$ cat config.mk
export PLATFORM = sky130hd
export DESIGN_NAME = concat_serializer
export DESIGN_NICKNAME = d
export VERILOG_FILES = /design/src/rtl/concat_serializer.sv
export SDC_FILE = /design/constraint.sdc
export NUM_CORES = 1
export LEC_CHECK = 0
export CORE_MARGIN = 8
export CORE_UTILIZATION = 35
export CTS_CLUSTER_SIZE = 28
export DETAILED_ROUTE_END_ITERATION = 10
export HOLD_SLACK_MARGIN = 0.08
export PLACE_DENSITY = 0.63
export SLEW_MARGIN = 20
export SYNTH_ARGS = -nofsm -noshare
export SYNTH_HDL_FRONTEND = slang
export SYNTH_SLANG_ARGS = --single-unit
$ cat constraint.sdc
create_clock -name clk -period 1.7 [get_ports clk]
set_input_delay 0.51 -clock clk [delete_from_list [all_inputs] [get_ports clk]]
set_output_delay 0.51 -clock clk [all_outputs]
set_load 0.005 [all_outputs]
$ cat src/rtl/concat_serializer.sv
// Word-to-chunk serializer: accepts one WIDTH-bit word per handshake and emits it
// as WIDTH/CHUNK chunks, LSB chunk first, flagging the last chunk of each word.
module concat_serializer #(
  parameter int WIDTH = 16,
  parameter int CHUNK = 4
) (
  input  logic             clk,
  input  logic             arst_n,
  input  logic             in_valid,
  output logic             in_ready,
  input  logic [WIDTH-1:0] in_data,
  output logic             out_valid,
  input  logic             out_ready,
  output logic [CHUNK-1:0] out_data,
  output logic             out_last
);

  localparam int NCHUNK = WIDTH / CHUNK;
  localparam int CW     = (NCHUNK > 1) ? $clog2(NCHUNK) : 1;
  localparam logic [CW-1:0] LAST_CNT = CW'(NCHUNK - 1);

  typedef enum logic {
    IDLE = 1'b0,
    SEND = 1'b1
  } state_t;

  state_t           r_state;
  logic [WIDTH-1:0] r_sreg;
  logic [CW-1:0]    r_cnt;
  logic             r_out_valid;
  logic             r_out_last;
  logic             r_alive;

  logic             w_hs;
  logic             w_accept;
  logic [CW-1:0]    w_cnt_nxt;

  assign w_hs      = r_out_valid & out_ready;
  assign w_cnt_nxt = r_cnt + CW'(1);

  // r_alive keeps in_ready low during reset and until the first edge after release.
  assign in_ready  = r_alive & ((r_state == IDLE) | (w_hs & r_out_last));
  assign w_accept  = in_valid & in_ready;

  assign out_valid = r_out_valid;
  assign out_last  = r_out_last;
  assign out_data  = r_sreg[CHUNK-1:0];

  always_ff @(posedge clk or negedge arst_n) begin
    if (!arst_n) begin
      r_state     <= IDLE;
      r_sreg      <= '0;
      r_cnt       <= '0;
      r_out_valid <= 1'b0;
      r_out_last  <= 1'b0;
      r_alive     <= 1'b0;
    end else begin
      r_alive <= 1'b1;
      if (w_accept) begin
        // A new word may load on the same edge the previous last chunk leaves.
        r_state     <= SEND;
        r_sreg      <= in_data;
        r_cnt       <= '0;
        r_out_valid <= 1'b1;
        r_out_last  <= (NCHUNK == 1);
      end else if (w_hs) begin
        if (r_cnt == LAST_CNT) begin
          r_state     <= IDLE;
          r_out_valid <= 1'b0;
          r_out_last  <= 1'b0;
        end else begin
          r_sreg     <= r_sreg >> CHUNK;
          r_cnt      <= w_cnt_nxt;
          r_out_last <= (w_cnt_nxt == LAST_CNT);
        end
      end
    end
  end

endmodule

======== Yosys cells after proc, flatten, opt, wreduce, memory -nomap -nowiden ========
Index checks and enable logic that the tools add are counted.
cells by class
  equality and inequality tests ........... 3
  muxes and demuxes ....................... 12
  bitwise operators ....................... 6
  reductions and logical operators ........ 4
  add/subtract/negate cells ............... 1
operators with widths
  cell                 number
  $mux 16              3
  $mux 1               6
  $mux 2               3
  $and 1x1->1          4
  $eq 2x2->1 const B   2
  $reduce_and 2->1     2
  $reduce_bool 2->1    2
  $add 2x1->2 const B  1
  $ne 2x2->1 const B   1
  $not 1->1            1
  $or 1x1->1           1
storage, ports and cells
  bits in registers ....................... 21
  input port bits ......................... 20
  word-level logic and storage cells ...... 31
  output and inout port bits .............. 7

======== Depth between registers and ports, before layout ========
  word-level depth ........................ 7
  gate-level depth with buffers ........... 6
  depth with buffers taken out ............ 4

======== Least setup slack after synthesis ========
Ideal clock, no wire load.
  path kind ............................... input to output
  start point ............................. input out_ready
  end point ............................... output in_ready
  arrival time ............................ 1,085 ps
  path slack .............................. 105 ps
  stages on the path ...................... 3
  data required time ...................... 1,190 ps
  buffers on the path ..................... 1
  cells stage by stage .................... a21bo_4 > clkbuf_1 > and2_1
on the way
  cells in the longest elaborated chain, start to end .. 4
RTL lines
  what             line  text
  start, declared  13    input logic out_ready,
  $and 1x1->1      38    assign w_hs = r_out_valid & out_ready;
  $and 1x1->1      42    assign in_ready = r_alive & ((r_state == IDLE) | (w_hs & r_out_last));
  $or 1x1->1       42
  $and 1x1->1      42
  end, declared    10    output logic in_ready,
Every way passes these cells.

======== Worst setup path in the final report ========
  start point ............................. register r_out_last, in the netlist out_last
  end point ............................... output in_ready
on the way
  cells in the longest elaborated chain, start to end .. 3
RTL lines
  what                    line  text
  start, declared         31    logic r_out_last;
  start signal, assigned  65    r_out_last <= (NCHUNK == 1);
  start signal, assigned  74    r_out_last <= (w_cnt_nxt == LAST_CNT);
  $and 1x1->1             42
  $or 1x1->1              42
  $and 1x1->1             42
Every way passes these cells.

==> results by group <==
Outcome
  – Status: finished clean

Floorplanning
  – Die area: 5183 µm²
  – I/O Pins: 27
  – Placeable Area: 3028 µm²
  – Die X: 71.99 µm
  – Die Ht: 71.99 µm
  – Standard-cell rows: 20
  – Starting density of the core: 0.3624

Logic synthesis
  – EDFF count, synth: 0
  – Syn Inst Count: 97
  – Post-synthesis average cell area: roughly 11 µm²
  – Top cells by area, synth: dfrtp_1 48%, mux2i_1 8.2%, nand4_1 7.4%, o21ai_2 4.8%, mux2_4 4.1%
  – Register area share after synthesis: 0.4789
  – Synth Flop Type: dfrtp_1
  – Mapped Area: 1097 µm²
  – Largest area contributor in the netlist: dfrtp_1
  – Mux cell area share after synthesis: 0.1539
  – Syn_nets: 119
  – Largest family of logic cells by synthesized area: multiplexers
  – Yosys warns: 0
  – Post-synthesis simple-gate area fraction: 0.1425
  – Post-synthesis xor/xnor area fraction: 0.007982
  – Compound-Gate Fraction of Synth Area: 0.1140
  – Post-Synth Adder-Cell Area: 0.02281
  – Number of synthesized register bits: 21
  – Share of the synthesized area in the top cell type: 0.4789
  – Synth cell types: 26
  – Synth async-reset ratio: 1.000

Global routing
  – GRT overflow: 0
  – First-pass GRT wire length: 4.140 mm
  – Pin count of the biggest net entering global routing: 22
  – Antenna violations before repair: 0
  – Total track usage: 0.1001
  – Vias in the first global route: 941

Timing
  – Clock skew: ~0.0072 ns
  – Final min period: 1.697 ns
  – Period Utilization, post-route: 0.9983
  – Fin. max-slew vios: 0
  – FMAX: between 500 and 600 MHz
  – Final setup viols: 0
  – Final TNS setup: 0 ns
  – Final hold violation count: 0
  – RSZ-0062 raised after global routing: true

Worst setup path
  – Crit start category: register
  – WS Path Type: register to output pin
  – Worst path top cell family by delay: flip-flops
  – Slowest cell on crit path: dfrtp_1
  – Worst EP arrival: approximately 1.2 ns
  – Crit path cell chain: a21bo_4 > and2_4 > buf_6
  – WP data required: between 1 and 1.5 ns
  – R2R setup slack: 0.10 ns
  – CP Max Fanout: 2
  – Crit Reg-Reg Endpoint: r_sreg[11]$_DFFE_PN0P_
  – CP startpoint: out_last$_DFFE_PN0P_
  – Reg2reg start: r_cnt[1]$_DFFE_PN0P_
  – Setup crit end kind: output pin
  – R2R cell count: 5
  – Crit path largest cell delay: 0.41 ns
  – WP buf/inv: 1

Cells and area
  – # diodes: 0
  – Layout fillers: 288
  – Area grow syn2layout: 35.23%
  – Commonest non-fill, non-tap cell in the layout: dfrtp_1
  – Most frequent cells in the layout: 21 x dfrtp_1, 18 x clkdlybuf4s50_1, 16 x buf_4, 13 x nand4_1, 9 x mux2i_1
  – Nets: 155
  – Layout cells sized above 1: 0.2879
  – Layout Cells excl Fill: 176

Route
  – ANT nets after route: 0
  – DR WL/cell: ~14 µm
  – DR iter-0 viols: 43
  – # DRC: 0
  – DR pass1 iterations: 4
  – Via count: 837
  – Vias/cell: about 4.8
  – Drt total wl: between 2 and 2.5 mm

Power and ir drop
  – VDD IR max: 0.4091 mV
  – PD cells: 1381 nW/µm²
  – Leakage: roughly 0.72 nW

Clock network
  – Max Buffers Root-to-Sink: 2
  – Clk pin slew, worst setup/hold paths: about 0.12 ns
  – CTS Buf Count: 3
  – CTS tree: yes
  – Sink Count: 21
  – CTS H-tree depth: 1
  – Cts hold-fix bufs: 0
  – CTS root buf: clkbuf_4
  – Skew-Pair Late Insertion Delay: 0.31 ns

Placement
  – Final HPWL DP: ~1.8 mm
  – Port buffer count: 26
  – Placed Cells: 169
  – GP Congestion: 0.7719

Min path
  – Worst hold path class: input pin to async pin

Run
  – Max-capacitance violation count: 0
==> worst register-to-register path, stage by stage (launching register included) <==
cell and delay, ns:
dfrtp_1 0.42, ha_1 0.20, nand3b_1 0.16, buf_4 0.17, mux2_4 0.29, mux2_2 0.26
==> synthesized netlist by cell type, types with 2 or more instances <==
library cell,instances
o21ai_2,6
mux2_2,3
nand3_1,2
mux2i_1,9
o21ai_0,7
buf_4,4
nand4_1,13
mux2_4,3
nand2_1,8
buf_6,3
ha_1,2
dfrtp_1,21
clkbuf_1,3
==> stage by stage <==
step	worst slack, ns	total power [mW]	hold WS (ns)	utilization	instance area, µm²
2_1_floorplan	0.1053	1.480	0.2144	-	1097
3_3_place_gp	-0.5957	1.778	0.5173	0.4723	1430
3_5_place_dp	-0.6007	1.820	0.5314	0.4723	1430
4_1_cts	-0.008121	2.057	0.5419	0.4831	1463
5_1_grt	-0.04553	2.222	0.5495	0.4901	1484
6_report	0.002820	2.050	0.5322	0.4901	1484
==> report_power, final <==
group | switching, mW | internal [mW] | total (mW)
registers | 0.109 | 0.702 | 0.811
logic | 0.420 | 0.579 | 0.999
clock network | 0.152 | 0.0878 | 0.240
==> flip-flops by register name, summed over array words and instances, names as in the netlist <==
signal	count
out_valid	1
out_last	1
r_alive	1
r_cnt	2
r_sreg	16
==> worst max-delay path by stage <==
stage | end | slack, ns | depth (start not counted)
after floorplan | in_ready | 0.11 | 3
after global placement | in_ready | -0.60 | 4
after detailed placement | in_ready | -0.60 | 4
after CTS | in_ready | -0.008 | 3
after global routing | in_ready | -0.05 | 3
final | in_ready | 0.003 | 3
==> routing by layer <==
metal | part of all wire | global-route usage
met2 | 0.52 | 0.1802
met3 | 0.052 | 0.02342
met4 | 0.023 | 0.05442
met1 | 0.40 | 0.1048
met5 | 0 | 0
==> final cells by class <==
| class | count | area [µm²] | share of cell area |
|---|---|---|---|
| clock buffer | 3 | 22.52 | 0.01518 |
| timing repair buffer | 42 | 381.6 | 0.2572 |
| clock inverter | 1 | 5.005 | 0.003373 |
| inverter | 1 | 3.754 | 0.002530 |
| tap | 44 | 55.05 | 0.03710 |
| multi-input combinational | 64 | 490.5 | 0.3305 |
| sequential | 21 | 525.5 | 0.3541 |
==> repair_timing <==
action                     CTS  global route
pin swaps                    2             1
setup endpoints to repair    9             3
cloned                       0             0
gates resized for setup     10             4
buffers inserted             2             1
==> cell families after synthesis <==
logic type / Yosys count
adder cells (fa/ha/maj): 2
multiplexers: 15
AO/OA/AOI/OAI: 17
flip-flops: 21
XOR/XNOR: 1
buffers and inverters: 12
AND/OR/NAND/NOR: 28
other: 1
Power figures use the tool's default switching activity.
